==> config.mk <==
export PLATFORM = sky130hd
export DESIGN_NAME = imem_loader_flat
export DESIGN_NICKNAME = d
export VERILOG_FILES = /design/src/rtl/imem_pkg.sv /design/src/rtl/imem_loader_if.sv /design/src/rtl/imem_loader.sv /design/src/flat_wrapper.sv
export SDC_FILE = /design/constraint.sdc
export NUM_CORES = 1
export LEC_CHECK = 0
export ABC_CLOCK_PERIOD_IN_PS = 2000
export CORE_UTILIZATION = 35
export DETAILED_ROUTE_END_ITERATION = 8
export GPL_TIMING_DRIVEN = 0
export PLACE_DENSITY = 0.64
export SETUP_SLACK_MARGIN = 0.5
export SLEW_MARGIN = 20
export SYNTH_ARGS = -nofsm -noshare
export SYNTH_HDL_FRONTEND = slang
export SYNTH_SLANG_ARGS = --single-unit
==> constraint.sdc <==
create_clock -name CLK -period 2 [get_ports CLK]
set_clock_uncertainty 0.05 [all_clocks]
set_input_delay 0.4 -clock CLK [delete_from_list [all_inputs] [get_ports CLK]]
set_output_delay 0.4 -clock CLK [all_outputs]
set_load 0.02 [all_outputs]
==> src/rtl/imem_pkg.sv <==
// Shared definitions for the instruction-memory loader: word geometry and FSM states.
package imem_pkg;

    localparam int INSN_W     = 32;
    localparam int WORD_BYTES = 4;

    typedef enum logic [1:0] {
        IDLE  = 2'd0,
        LOAD  = 2'd1,
        DONE  = 2'd2,
        ERROR = 2'd3
    } imem_loader_state_t;

endpackage

==> src/rtl/imem_loader_if.sv <==
// Word stream into the loader plus the instruction-memory write port it drives.
interface imem_loader_if;
    import imem_pkg::*;

    // Stream: a word transfers on a rising edge where in_valid && in_ready are both high.
    // in_data/in_last must stay stable while in_valid is high and in_ready is low.
    logic              in_valid;
    logic [INSN_W-1:0] in_data;
    logic              in_last;
    logic              in_ready;

    logic              WE;
    logic [INSN_W-1:0] W_Ins;
    logic [31:0]       newPC;

    modport slave (
        input  in_valid, in_data, in_last,
        output in_ready, WE, W_Ins, newPC
    );

    modport master (
        output in_valid, in_data, in_last,
        input  in_ready, WE, W_Ins, newPC
    );

endinterface

==> src/rtl/imem_loader.sv <==
// Streams a program image into instruction memory after reset, holding fetch while it loads.
// Optional running checksum of written words: define IMEM_LOADER_CHECKSUM_EN.
module imem_loader
    import imem_pkg::*;
#(
    parameter int unsigned DEPTH_WORDS = 256,
    parameter logic [31:0] BASE_ADDR   = 32'h0
) (
    input  logic          CLK,
    input  logic          RST,
    input  logic          start,
    imem_loader_if.slave  bus,
    output logic          core_hold,
    output logic          done,
    output logic          err,
    output logic [31:0]   word_count,
    output logic [31:0]   checksum,
    output logic [1:0]    dbg_state
);

    localparam logic [1:0]  S_IDLE  = 2'(IDLE);
    localparam logic [1:0]  S_LOAD  = 2'(LOAD);
    localparam logic [1:0]  S_DONE  = 2'(DONE);
    localparam logic [1:0]  S_ERROR = 2'(ERROR);
    localparam logic [31:0] DEPTH_W = 32'(DEPTH_WORDS);
    localparam logic [31:0] STRIDE  = 32'(WORD_BYTES);

    logic [1:0]  state_q;
    logic [31:0] addr_q;
    logic        full;
    logic        accept;
    logic        overflow;
    logic        restart;

    // Once the memory is full the loader refuses further words; an offered word then means overflow.
    assign full         = (word_count == DEPTH_W);
    assign bus.in_ready = (state_q == S_LOAD) && !full;
    assign accept       = bus.in_valid && bus.in_ready;
    assign overflow     = (state_q == S_LOAD) && bus.in_valid && full;
    assign restart      = start && (state_q != S_LOAD);
    assign dbg_state    = state_q;

    always_ff @(posedge CLK or negedge RST) begin
        if (!RST) begin
            state_q    <= S_IDLE;
            addr_q     <= '0;
            word_count <= '0;
            done       <= 1'b0;
            err        <= 1'b0;
            core_hold  <= 1'b0;
            bus.WE     <= 1'b0;
            bus.W_Ins  <= '0;
            bus.newPC  <= '0;
        end else begin
            bus.WE <= accept;
            if (accept) begin
                bus.W_Ins  <= bus.in_data;
                bus.newPC  <= addr_q;
                addr_q     <= addr_q + STRIDE;
                word_count <= word_count + 32'd1;
            end
            if (restart) begin
                state_q    <= S_LOAD;
                addr_q     <= BASE_ADDR;
                word_count <= '0;
                done       <= 1'b0;
                err        <= 1'b0;
                core_hold  <= 1'b1;
            end else begin
                case (state_q)
                    S_LOAD: begin
                        if (overflow) begin
                            state_q <= S_ERROR;
                            err     <= 1'b1;
                        end else if (accept && bus.in_last) begin
                            state_q <= S_DONE;
                            done    <= 1'b1;
                        end
                    end
                    // Release fetch one cycle into DONE, after the final write has been presented.
                    S_DONE:  core_hold <= 1'b0;
                    default: ;
                endcase
            end
        end
    end

`ifdef IMEM_LOADER_CHECKSUM_EN
    always_ff @(posedge CLK or negedge RST) begin
        if (!RST) begin
            checksum <= '0;
        end else if (restart) begin
            checksum <= '0;
        end else if (accept) begin
            checksum <= checksum + bus.in_data;
        end
    end
`else
    assign checksum = '0;
`endif

endmodule

==> src/flat_wrapper.sv <==
// flat-port wrapper written by rule: the top's interface ports become plain ports
module imem_loader_flat import imem_pkg::*;
#(
    parameter int unsigned DEPTH_WORDS = 256,
    parameter logic [31:0] BASE_ADDR   = 32'h0
)
  (CLK, RST, start, core_hold, done, err, word_count, checksum, dbg_state, bus_in_valid, bus_in_data, bus_in_last, bus_in_ready, bus_WE, bus_W_Ins, bus_newPC);
  imem_loader_if bus_i ();
  input  logic CLK;
  input  logic RST;
  input  logic start;
  output logic core_hold;
  output logic done;
  output logic err;
  output logic [31:0] word_count;
  output logic [31:0] checksum;
  output logic [1:0] dbg_state;
  input wire logic [$bits(bus_i.in_valid)-1:0] bus_in_valid;
  input wire logic [$bits(bus_i.in_data)-1:0] bus_in_data;
  input wire logic [$bits(bus_i.in_last)-1:0] bus_in_last;
  output wire logic [$bits(bus_i.in_ready)-1:0] bus_in_ready;
  output wire logic [$bits(bus_i.WE)-1:0] bus_WE;
  output wire logic [$bits(bus_i.W_Ins)-1:0] bus_W_Ins;
  output wire logic [$bits(bus_i.newPC)-1:0] bus_newPC;
  assign bus_i.in_valid = bus_in_valid;
  assign bus_i.in_data = bus_in_data;
  assign bus_i.in_last = bus_in_last;
  assign bus_in_ready = bus_i.in_ready;
  assign bus_WE = bus_i.WE;
  assign bus_W_Ins = bus_i.W_Ins;
  assign bus_newPC = bus_i.newPC;
  imem_loader #(.DEPTH_WORDS(DEPTH_WORDS), .BASE_ADDR(BASE_ADDR)) u_core (.CLK(CLK), .RST(RST), .start(start), .bus(bus_i), .core_hold(core_hold), .done(done), .err(err), .word_count(word_count), .checksum(checksum), .dbg_state(dbg_state));
endmodule
Word-level counts from Yosys, hierarchy flattened
Cells that the tools add are included.
{"block": "totals", "output_inout_bits": 135, "wordCells": 49, "register_bits": 134, "in_bits": 37}
{"block": "op_classes", "n_mux": 17, "addsub": 2, "reduce_logical": 16, "n_eq_ne": 5}
{"operator": "$mux 32", "count": 4}
{"operator": "$add 32x1->32 const B", "count": 1}
{"operator": "$add 32x3->32 const B", "count": 1}
{"operator": "$eq 32x9->1 const B", "count": 1}
{"operator": "$reduce_bool 2->1", "count": 5}
{"operator": "$mux 1", "count": 9}
{"operator": "$mux 2", "count": 4}
{"operator": "$logic_and 1x1->1", "count": 6}
{"operator": "$reduce_and 2->1", "count": 2}
{"operator": "$reduce_and 3->1", "count": 1}
{"operator": "$reduce_bool 3->1", "count": 1}
{"operator": "$eq 2x1->1 const B", "count": 1}
{"operator": "$eq 2x2->1 const B", "count": 1}
{"operator": "$ne 2x1->1 const B", "count": 1}
{"operator": "$ne 2x2->1 const B", "count": 1}
{"operator": "$logic_not 1->1", "count": 1}

Depth between registers and ports, before layout
{"block": "logic_depth", "ltp_word": 9, "ltp_mapped": 10, "ltp_nobuf": 8}

Worst setup path after synthesis
OpenSTA, ideal clock, no wires.
{"block": "synth_timing", "path_type": "flip-flop to flip-flop", "startpoint": "register u_core.word_count[0]", "endpoint": "register u_core.bus.newPC[10]", "setup_time_ps": 128, "stages_incl_launch_ff": 9, "n_path_buf": 2, "required_ps": 1822, "period_less_slack_ps": 2250, "arrival_time_ps": 2072, "slack_ps": -250, "cell_sequence": "dfrtp_1 > inv_1 > ha_1 > nor4b_2 > nand4_2 > o21ai_2 > buf_6 > buf_6 > mux2_1"}
{"block": "synth_via", "elab_chain_cells": 4}
{"item": "start: declaration", "line": "imem_loader.sv:16", "text": "output logic [31:0] word_count,"}
{"item": "start signal: assignment", "line": "imem_loader.sv:60", "text": "word_count <= word_count + 32'd1;"}
{"item": "$eq 32x9->1", "line": "imem_loader.sv:36", "text": "assign full = (word_count == DEPTH_W);"}
{"item": "$logic_not 1->1", "line": "imem_loader.sv:37", "text": "assign bus.in_ready = (state_q == S_LOAD) && !full;"}
{"item": "$logic_and 1x1->1", "line": "imem_loader.sv:37"}
{"item": "$logic_and 1x1->1", "line": "imem_loader.sv:38", "text": "assign accept = bus.in_valid && bus.in_ready;"}
{"item": "end signal: assignment", "line": "imem_loader.sv:58", "text": "bus.newPC <= addr_q;"}
{"item": "end: declaration", "line": "imem_loader_if.sv:18", "text": "output in_ready, WE, W_Ins, newPC"}
Every way passes these cells.
A chain may end at the register's enable or synchronous reset.

Worst setup path in the final report
{"block": "layout_timing", "startpoint": "register u_core.word_count[7]", "endpoint": "register u_core.bus.newPC[15]"}
The elaborated chain is that of the path after synthesis.

==> results <==
- The run finished, with violations left.
- The checks that failed: negative setup slack.
- The number of maximum-capacitance constraint violations is 0.
- The number of antenna violations at the first check in global routing is 0.
- The kind of end point of the critical path is a flip-flop.
- In this run the vertical extent of the chip is 135 microns.
- For this design, the sink count on the clock tree is 130.
- During I/O placement, the number of pins put on the boundary was approximately 170.
- The pin count of the biggest net entering global routing is 87.
- After technology mapping, the gate count stands at 602.
- The number of clock buffers added by TritonCTS is 17.
- The worst setup path is launched from a flip-flop.
- The number of pins exceeding their max-slew limit in the final report is 0.
- The global-route wire length before repair is between 30,000 and 40,000 microns.
- The total DRC errors in the routed layout is 0.
- The worst-case setup slack after placement is -876 ps.
- The top cell types in the final layout, fill and taps aside, are dfrtp_1 (92), nand2_1 (88), buf_4 (84).
- Using the TritonRoute via totals, the vias-per-cell ratio works out to 5.09.
- Setup repair after global routing could not meet its margin everywhere.
- The simple-gate area share of the yosys netlist is 0.212.
- The clock tree from TritonCTS is yes.
- The leakage power figure is approximately 0.0057 uW.
- The worst reg2reg path depth is 7.
- Summing every instance area after synthesis gives around 6200 sq um.
- The number of routed nets with antenna violations is 0.
- The clock tree synthesis step divided the H-tree into 4 levels.
- The count of filler cells inserted in the layout is roughly 1,300.
- The largest family of logic cells by synthesized area is simple AND/OR/NAND/NOR gates.
- Detailed routing inserted a total of 5,746 vias.
- In this run the horizontal extent of the chip is roughly 130 microns.
- In this run the worst hold path is classified as input pin to asynchronous set/reset pin.
- The number of optimization iterations in the first detailed-route pass is 5.
- In the final layout, the share of cells above drive strength 1 is 0.457.
- Dividing the final minimum period by the clock period gives 1.15.
- The share of synthesized area occupied by flip-flops and latches is 0.528.
- After synthesis, the share of flip-flops with an asynchronous set or reset is 1.00.
- The clock latency on the worst-skew pair is 420 ps.
- The half-perimeter wire length after detailed placement is approximately 12,000 microns.
- The most common cell after layout, fill and taps aside is dfrtp_1.
- By startpoint and endpoint, the worst setup path is classified as flip-flop to flip-flop.
- The total routing usage reported by global routing is 0.216.
- The power consumption is 11,100 uW.
- The routed wire length per instance is around 18 microns.
- The number of register bits inferred by synthesis is 130.
- The floorplan die area is 18,100 sq um.
- The data arrival time at the worst-slack endpoint is 2560 ps.
- The number of global-route vias before repair is between 5,000 and 6,000.
- The number of port buffers is ~140.
- In this run the critical register-to-register path is captured at u_core.bus.newPC[15].
- The area growth from synthesis to layout is 72.3%.
- The global route total overflow is 0.
- The clock passes through at most 2 buffers.
- The root buffer cell chosen for the clock tree is clkbuf_16.
- Setup violations remaining at the end of the flow were counted as between 100 and 150.
- The number of nets in the final layout is a little over 900.
- The Yosys step of the flow raised 0 warnings.
- The largest driver fanout on the critical path is 10.
- Of the total synthesized cell area, the portion taken by XOR and XNOR cells is 0.0427.
- After layout, the worst setup slack is -304 ps.
- Based on the critical path, the design can be clocked at up to ~0.43 GHz.
- VDD sags by at most 704 uV.
- The areal power density over the cells is 1040 nW/um^2.
- After layout, the minimum clock period comes to between 2000 and 2500 ps.
- Of the total synthesized cell area, the portion taken by full adders, half adders and majority gates is 0.00610.
- Of the post-synthesis cell area, the part taken by muxes is 0.0559.
- The worst endpoint required time is 2250 ps.
- Routability-driven placement finished with a final weighted congestion of ~0.8.
- The startpoint of the worst register-to-register path is u_core.word_count[7].
- For flop-to-flop paths, the worst setup slack is -300 ps.
- The number of different library cells in the post-synthesis netlist is 44.
- Counting flops with a built-in enable in the synthesized netlist gives 0.
- The number of antenna diodes in the final layout is 0.
- The mean cell area of the mapped netlist is about 10 sq um.
- Clock-pin slew was measured on the worst setup and hold paths at roughly 60 ps.
- For this run, the leading register cell type out of synthesis is dfrtp_1.
- Wires add up to between 20,000 and 25,000 microns.
- The final hold violation count came to 0.
- The initialized floorplan defines 48 standard-cell rows.
- The DRC violation total after the first TritonRoute iteration is 446.
- The core footprint is 17,200 sq um.
- The initial utilization of the core area, before any placement, comes to 0.357.
- The post-synthesis compound-gate area fraction is 0.0776.
==> critical path: stages, from the launching register on <==
cell,delay (ps)
dfrtp_2,460
nor4b_4,380
nand4_4,200
buf_6,190
o21ai_4,220
buf_8,210
buf_12,160
mux2_4,310
==> cell families after synthesis <==
group | count (synthesis)
other | 1
buffers and inverters | 71
flip-flops | 130
adder cells (fa/ha/maj) | 3
AND/OR/NAND/NOR | 263
multiplexers | 31
XOR/XNOR | 30
AO/OA/AOI/OAI | 73
==> stage by stage <==
stage / hold WS (ps) / instance area, sq um / std cells / TNS, ps / util
2_1_floorplan: 54.4 / 6570 / 635 / -1330 / -
3_3_place_gp: 400 / 8220 / 997 / -664500 / 0.477
3_5_place_dp: 270 / 8250 / 998 / -55220 / 0.479
4_1_cts: 397 / 9960 / 1094 / -14420 / 0.578
5_1_grt: 431 / 10600 / 1128 / -32120 / 0.615
6_report: 406 / 10600 / 1128 / -24990 / 0.615
==> final cells by class <==
| type | count | area (sq um) | area share |
|---|---|---|---|
| plain buffers | 59 | 623 | 0.0588 |
| clock buffers | 22 | 474 | 0.0447 |
| clock inverters | 10 | 108 | 0.0101 |
| inverters | 12 | 57.6 | 0.00543 |
| multi-input cells | 435 | 3300 | 0.311 |
| flip-flops and latches | 130 | 3300 | 0.311 |
| well taps | 225 | 282 | 0.0265 |
| repair buffers | 235 | 2460 | 0.232 |
==> cell usage after synthesis (2+ instances only) <==
master / n / area share
inv_1: 11 / 0.0067
clkbuf_1: 11 / 0.0067
nand3_1: 18 / 0.015
nor4b_2: 3 / 0.0073
nor3_1: 7 / 0.0057
or3_1: 12 / 0.012
o21ai_0: 16 / 0.013
ha_1: 3 / 0.0061
and3_1: 8 / 0.0081
xor2_1: 21 / 0.030
o21ai_1: 2 / 0.0016
nand4_1: 14 / 0.014
nand2_1: 129 / 0.079
xnor2_1: 9 / 0.013
o2111ai_1: 9 / 0.013
nand4_2: 2 / 0.0041
buf_4: 35 / 0.043
buf_6: 9 / 0.016
mux2_1: 20 / 0.037
and2_1: 4 / 0.0041
mux2i_1: 4 / 0.0065
or2_2: 2 / 0.0020
dfrtp_1: 130 / 0.53
o31ai_1: 10 / 0.012
nor4_1: 5 / 0.0051
nor2_1: 38 / 0.023
and4_1: 10 / 0.014
mux2_2: 7 / 0.013
buf_2: 4 / 0.0033
a21oi_1: 19 / 0.015
or4_1: 6 / 0.0073
o211ai_1: 12 / 0.015
==> metal layers <==
| metal | global-route usage | vias up | share of wire |
|---|---|---|---|
| met3 | 0.0353 | 33 | 0.059 |
| met2 | 0.354 | 252 | 0.51 |
| li1 | - | 2617 | - |
| met4 | 0.0861 | 0 | 0.018 |
| met1 | 0.285 | 2844 | 0.41 |
| met5 | 0 | - | 0 |
==> worst max-delay path by stage <==
stage          cells past startpoint                   end  slack [ps]                  start
2_1_floorplan                      6  u_core.bus.newPC[10]         -70   u_core.word_count[3]
3_3_place_gp                       1      u_core.addr_q[4]       -5130                    RST
3_5_place_dp                       5          bus_in_ready        -880  u_core.word_count[23]
4_1_cts                            7          bus_in_ready        -230   u_core.word_count[0]
5_1_grt                           12      u_core.addr_q[4]        -370   u_core.word_count[0]
6_report                           7  u_core.bus.newPC[15]        -300   u_core.word_count[7]
==> state kept, by name (all words and copies together), names as in the netlist <==
signal / cells
u_core.dbg_state: 2
u_core.bus.newPC: 30
u_core.bus.WE: 1
u_core.core_hold: 1
u_core.addr_q: 30
u_core.bus.W_Ins: 32
u_core.word_count: 32
u_core.err: 1
u_core.done: 1
==> power by group <==
group	switching (uW)	internal, uW
logic	2420	2240
clock network	1140	1920
registers	287	3070
==> repair_timing <==
item / 4_1_cts / 5_1_grt
buffers inserted: 53 / 33
setup endpoints to repair: 230 / 216
gates cloned: 10 / 1
gates resized for setup: 360 / 153
hold endpoints to repair: 44 / 0
pin swaps: 94 / 54
hold buffers: 1 / 0
No activity file was read; power rests on OpenSTA's default activity.
